**src/rtl/cdb_arbiter_pkg.sv**
```systemverilog
// Shared types for the common data bus arbiter: CDB payload and result-FIFO entry.
package cdb_arbiter_pkg;

    localparam int unsigned DATA_WIDTH = 32;
    localparam int unsigned TAG_WIDTH  = 6;

    typedef struct packed {
        logic [TAG_WIDTH-1:0]  tag;
        logic [DATA_WIDTH-1:0] data;
    } cdb_entry_t;

    typedef struct packed {
        logic                  en;
        logic [TAG_WIDTH-1:0]  tag;
        logic [DATA_WIDTH-1:0] data;
    } cdb_t;

endpackage

```
**src/rtl/result_fifo.sv**
```systemverilog
// Small per-FU result FIFO holding {tag, data}; flush empties it synchronously.
module result_fifo #(
    parameter int unsigned DATA_WIDTH = 32,
    parameter int unsigned TAG_WIDTH  = 6,
    parameter int unsigned DEPTH      = 2
) (
    input  logic                            clk,
    input  logic                            n_rst,
    input  logic                            i_flush,
    input  logic                            push,
    input  logic                            pop,
    input  logic [TAG_WIDTH+DATA_WIDTH-1:0] din,
    output logic [TAG_WIDTH+DATA_WIDTH-1:0] dout,
    output logic                            empty,
    output logic                            full
);
    localparam int unsigned PTR_W = $clog2(DEPTH);
    localparam int unsigned CNT_W = PTR_W + 1;
    localparam int unsigned ENT_W = TAG_WIDTH + DATA_WIDTH;

    logic [ENT_W-1:0] mem [DEPTH];
    logic [PTR_W-1:0] wr_ptr;
    logic [PTR_W-1:0] rd_ptr;
    logic [CNT_W-1:0] count;
    logic             do_push;
    logic             do_pop;

    // Full/empty come from the registered count only, so a same-cycle pop never frees a slot early.
    assign empty   = (count == '0);
    assign full    = (count == CNT_W'(DEPTH));
    assign do_push = push & ~full;
    assign do_pop  = pop & ~empty;
    assign dout    = mem[rd_ptr];

    always_ff @(posedge clk or negedge n_rst) begin
        if (!n_rst) begin
            wr_ptr <= '0;
            rd_ptr <= '0;
            count  <= '0;
        end else if (i_flush) begin
            wr_ptr <= '0;
            rd_ptr <= '0;
            count  <= '0;
        end else begin
            if (do_push) wr_ptr <= wr_ptr + PTR_W'(1);
            if (do_pop)  rd_ptr <= rd_ptr + PTR_W'(1);
            case ({do_push, do_pop})
                2'b10:   count <= count + CNT_W'(1);
                2'b01:   count <= count - CNT_W'(1);
                default: count <= count;
            endcase
        end
    end

    always_ff @(posedge clk) begin
        if (do_push && !i_flush) mem[wr_ptr] <= din;
    end

endmodule

```
**src/rtl/cdb_arbiter.sv**
```systemverilog
// Round-robin arbiter sharing one registered CDB broadcast among NUM_FU result FIFOs.
module cdb_arbiter #(
    parameter int unsigned DATA_WIDTH = 32,
    parameter int unsigned TAG_WIDTH  = 6,
    parameter int unsigned NUM_FU     = 4,
    parameter int unsigned FIFO_DEPTH = 2
) (
    input  logic                          clk,
    input  logic                          n_rst,
    input  logic                          i_flush,
    input  logic [NUM_FU-1:0]             i_fu_valid,
    input  logic [NUM_FU*TAG_WIDTH-1:0]   i_fu_tag,
    input  logic [NUM_FU*DATA_WIDTH-1:0]  i_fu_data,
    output logic [NUM_FU-1:0]             o_fu_stall,
    output logic                          o_cdb_en,
    output logic [TAG_WIDTH-1:0]          o_cdb_tag,
    output logic [DATA_WIDTH-1:0]         o_cdb_data,
    output logic [$clog2(NUM_FU)-1:0]     o_cdb_src
);
    import cdb_arbiter_pkg::*;

    localparam int unsigned      SRC_W   = $clog2(NUM_FU);
    localparam int unsigned      ENT_W   = TAG_WIDTH + DATA_WIDTH;
    localparam logic [SRC_W-1:0] RR_INIT = SRC_W'(NUM_FU - 1);

    logic [NUM_FU-1:0] fifo_empty;
    logic [NUM_FU-1:0] fifo_full;
    logic [NUM_FU-1:0] fifo_push;
    logic [NUM_FU-1:0] fifo_pop;
    cdb_entry_t        fifo_head [NUM_FU];

    logic              grant_valid_c;
    logic [SRC_W-1:0]  grant_idx_c;
    logic [SRC_W-1:0]  rr_last;
    cdb_t              cdb_q;
    logic [SRC_W-1:0]  src_q;

    for (genvar gi = 0; gi < NUM_FU; gi++) begin : g_fu
        cdb_entry_t       entry_in;
        logic [ENT_W-1:0] entry_out;

        assign entry_in.tag   = i_fu_tag[gi*TAG_WIDTH +: TAG_WIDTH];
        assign entry_in.data  = i_fu_data[gi*DATA_WIDTH +: DATA_WIDTH];
        assign fifo_push[gi]  = i_fu_valid[gi] & ~fifo_full[gi];
        assign fifo_pop[gi]   = grant_valid_c & (grant_idx_c == SRC_W'(gi));
        assign fifo_head[gi]  = entry_out;

        result_fifo #(
            .DATA_WIDTH (DATA_WIDTH),
            .TAG_WIDTH  (TAG_WIDTH),
            .DEPTH      (FIFO_DEPTH)
        ) u_fifo (
            .clk     (clk),
            .n_rst   (n_rst),
            .i_flush (i_flush),
            .push    (fifo_push[gi]),
            .pop     (fifo_pop[gi]),
            .din     (entry_in),
            .dout    (entry_out),
            .empty   (fifo_empty[gi]),
            .full    (fifo_full[gi])
        );
    end

    assign o_fu_stall = fifo_full;

    // Rotated priority search: first non-empty FIFO after the last winner, wrapping.
    always_comb begin
        logic [SRC_W-1:0] cand;
        grant_valid_c = 1'b0;
        grant_idx_c   = '0;
        cand          = '0;
        for (int unsigned off = 1; off <= NUM_FU; off++) begin
            cand = SRC_W'((32'(rr_last) + off) % NUM_FU);
            if (!grant_valid_c && !fifo_empty[cand]) begin
                grant_valid_c = 1'b1;
                grant_idx_c   = cand;
            end
        end
    end

    // Broadcast register: payload and source hold when nothing is granted.
    always_ff @(posedge clk or negedge n_rst) begin
        if (!n_rst) begin
            cdb_q   <= '0;
            src_q   <= '0;
            rr_last <= RR_INIT;
        end else if (i_flush) begin
            cdb_q.en <= 1'b0;
            rr_last  <= RR_INIT;
        end else begin
            cdb_q.en <= grant_valid_c;
            if (grant_valid_c) begin
                cdb_q.tag  <= fifo_head[grant_idx_c].tag;
                cdb_q.data <= fifo_head[grant_idx_c].data;
                src_q      <= grant_idx_c;
                rr_last    <= grant_idx_c;
            end
        end
    end

    assign o_cdb_en   = cdb_q.en;
    assign o_cdb_tag  = cdb_q.tag;
    assign o_cdb_data = cdb_q.data;
    assign o_cdb_src  = src_q;

endmodule

```
**config.mk**
```make
export PLATFORM = sky130hd
export DESIGN_NAME = cdb_arbiter
export DESIGN_NICKNAME = d
export VERILOG_FILES = /design/src/rtl/cdb_arbiter_pkg.sv /design/src/rtl/result_fifo.sv /design/src/rtl/cdb_arbiter.sv
export SDC_FILE = /design/constraint.sdc
export NUM_CORES = 1
export LEC_CHECK = 0
export CORE_MARGIN = 5
export CORE_UTILIZATION = 45
export DETAILED_ROUTE_END_ITERATION = 8
export HOLD_SLACK_MARGIN = 0.02
export MAX_ROUTING_LAYER = met4
export PLACE_DENSITY_LB_ADDON = 0.08
export SYNTH_ARGS = -nofsm -noshare
export SYNTH_HDL_FRONTEND = slang
export SYNTH_SLANG_ARGS = --single-unit
```
**constraint.sdc**
```tcl
create_clock -name clk -period 9.3 [get_ports clk]
set_input_delay 2.325 -clock clk [delete_from_list [all_inputs] [get_ports clk]]
set_output_delay 2.325 -clock clk [all_outputs]
set_load 0.01 [all_outputs]
```
==> summary.txt <==
Timing
  • Final Critical Period: 4280 ps
  • Setup_tns: 0 ps
  • Slew headroom: between 20 and 30%
  • Least-Margin Pin Slew: 1070 ps
  • Slew Viols, Final: 0
  • Final Hold Viols: 0
  • Fmax: 0.234 GHz
  • Tcrit/Tclk final: a little under half
  • RSZ-0062 raised after global routing: no
  • Clock Skews: 12.6 ps
  • Endpoints failing setup: 0

Logic synthesis
  • Synthesized area: approximately 15000 um^2
  • Syn Nets: roughly 1000
  • Post-synth cell types: 44
  • Syn Inst Count: 863
  • Yosys warns: 0
  • Post-synthesis sequential area ratio: 72.7%
  • Post-Syn Area per Cell: 16.9 um^2
  • Yosys reg bits: 363
  • Yosys top cell area share: 62.6%
  • Area contributors post-synth: edfxtp_1 (63%), mux2i_1 (18%), dfrtp_1 (9.8%)
  • Leading area contributor after synthesis: edfxtp_1

Clock network
  • CTS root buf: clkbuf_16
  • Worst skew pair latency: 520 ps
  • TritonCTS clock tree: yes
  • CTS Sinks: 363
  • Worst-path clk slew: roughly 60 ps
  • # hold bufs at CTS: 0
  • Clock tree buffer depth: 3
  • H-tree Lvls: 2
  • Total CTS buffers: 39
  • CTS resizes: 0
  • Post-CTS Setup Bufs: 0

Power
  • VDD IR max: 0.369 mV
  • Pwr Total: between 5000 and 6000 uW
  • Pwr/cell area: 316 nW/um^2
  • Leakage: 0.00653 uW

Final layout
  • # fillers: about 2500
  • FF/Latch Area: 10600 um^2
  • Commonest non-fill, non-tap cell in the layout: edfxtp_1
  • Area of the multi-input gates: approximately 3700 um^2
  • Fin util: 56.9%
  • Area Growth Syn to Fin: 26.1%
  • Commonest non-fill, non-tap cells in the layout: edfxtp_1 (304), mux2i_1 (268), clkdlybuf4s50_1 (202)
  • Share of cells above drive strength 1: 9.99%
  • Nets: 1239

Floorplanning
  • Core Region: 32300 um^2
  • Number of I/O pins: 204
  • DIE HEIGHT: 190 um
  • Row cnt: 66
  • Starting Density: 45.2%
  • Die Area: 36100 um^2
  • Die width: 190 um

Worst setup path
  • Max Fanout on Critical Path: 42
  • Worst setup EP type: register
  • Critical path class: in2reg
  • Critical Path Source: i_flush
  • RR Endpoint: g_fu[1].u_fifo.count[1]$_DFFE_PN0P_
  • Crit path launch type: primary input
  • Arrival time at the worst endpoint: 4680 ps
  • Setup slack, reg-to-reg: 6300 ps
  • CP required: 9700 ps
  • Reg2reg path depth: 7
  • Origin of the critical flop-to-flop path: g_fu[3].u_fifo.count[0]$_DFFE_PN0P_

GRT
  • Largest net degree at the start of global routing: 60
  • GRT Util Overall: between 10% and 20%
  • Initial antenna violation count: 2
  • Vias in the first global route: approximately 8300
  • First-pass GRT wire length: 48.5 mm
  • Total global routing overflow: 0

Placement
  • Hpwl dp: 21.1 mm
  • Port-buffer cells: about 200
  • Final Wtd Congestion: roughly 0.77

Detailed routing
  • Post-detailed-route count of antenna-violating nets: 0
  • DR WL/cell: approximately 21 um
  • Final routed DRC violation total: 0
  • Total length of routed wires: between 30 and 40 mm
  • First drt pass iteration count: 5
  • Initial detailed-routing violation count: 503
  • Vias/cell: 5.02
  • Vias: 7809

Min path
  • Hold worst-path end: o_cdb_src[1]$_DFFE_PN0P_
  • WHS Path Cells: 1
  • Critical hold path startpoint: o_cdb_src[1]$_DFFE_PN0P_
  • Min-delay worst type: reg2reg

Flow run
  • Max-cap viol count: 0

Outcome
  • Outcome: completed
[worst max-delay path, stage by stage]
cell,delay (ps)
clkdlybuf4s50_1,400
buf_4,240
nor2_4,740
buf_4,540
mux2_2,380
[stage by stage]
| stage | instances | hold slack, ps | cell area, um^2 | setup slack (ps) |
|---|---|---|---|---|
| final | 1555 | 508 | 18400 | 5020 |
| after global routing | 1555 | 553 | 18400 | 4850 |
| after CTS | 1553 | 519 | 18400 | 4990 |
| after detailed placement | 1481 | 508 | 17100 | 4450 |
| after global placement | 1481 | 499 | 17100 | 4470 |
| after floorplan | 863 | 519 | 14600 | 3270 |
[layout make-up]
type	instances	area share, %
antenna	2	0.0272
clock buffer	55	6.13
clock inverter	17	0.694
inverter	3	0.0612
multi-input combinational	444	20.3
sequential	363	57.7
tap	442	3.01
timing repair buffer	229	12.1
[registers in the layout (all words and copies together), names as in the netlist]
register and count:
o_cdb_src 2, o_cdb_data 32, g_fu.u_fifo.mem 304, o_cdb_tag 6, rr_last 2, g_fu.u_fifo.count 8, o_cdb_en 1, g_fu.u_fifo.wr_ptr 4
g_fu.u_fifo.rd_ptr 4
[worst max-delay path by stage]
| stage | to | slack (ps) | cells past startpoint |
|---|---|---|---|
| after floorplan | g_fu[3].u_fifo.mem[1][0]$_DFFE_PP_ | 3270 | 3 |
| final | o_cdb_src[1]$_DFFE_PN0P_ | 5020 | 5 |
| after CTS | o_cdb_src[1]$_DFFE_PN0P_ | 4990 | 5 |
| after detailed placement | o_cdb_src[1]$_DFFE_PN0P_ | 4450 | 5 |
| after global placement | o_cdb_src[1]$_DFFE_PN0P_ | 4470 | 5 |
| after global routing | o_cdb_src[1]$_DFFE_PN0P_ | 4850 | 5 |
[cells by family after synthesis]
logic type                synth area share [%]
DFF                                       72.7
buffers and inverters                     2.17
AOI/OAI and AO/OA                         2.69
muxes                                     18.5
xor gates and xnor gates                 0.901
and+or+nand+nor                           3.05
[power breakdown]
part	switching, uW	internal, uW	total (uW)	leakage [uW]
sequential	160	2030	2190	0.00347
clock	603	878	1480	0.000628
combinational	1130	1020	2150	0.00243
[cells in the mapped netlist (all sizes together)]
cell type  count
edfxtp       304
and3           1
a22o           1
nor3           7
o31a           1
o211a          1
nor2          61
o21bai         1
or2b           1
nand2b         3
nor3b          7
dfrtp         57
mux2i        268
o21ai          5
nor2b          5
or2            2
xor2           4
mux2           1
nand3b         1
a2111oi        2
nand2          4
nor4           2
a221oi         2
o221a          1
or4            1
buf           25
dfstp          2
inv            3
a211o          2
a21oi         44
a21o           2
a211oi         3
clkbuf        28
xnor2         11
[per-layer routing]
layer	track usage [%]	share of wire [%]
met5	-	0
met4	4.79	1.6
met3	2.95	3.6
met2	30.6	50
met1	23.4	44
Note: power is estimated with default switching activity, not from simulation.
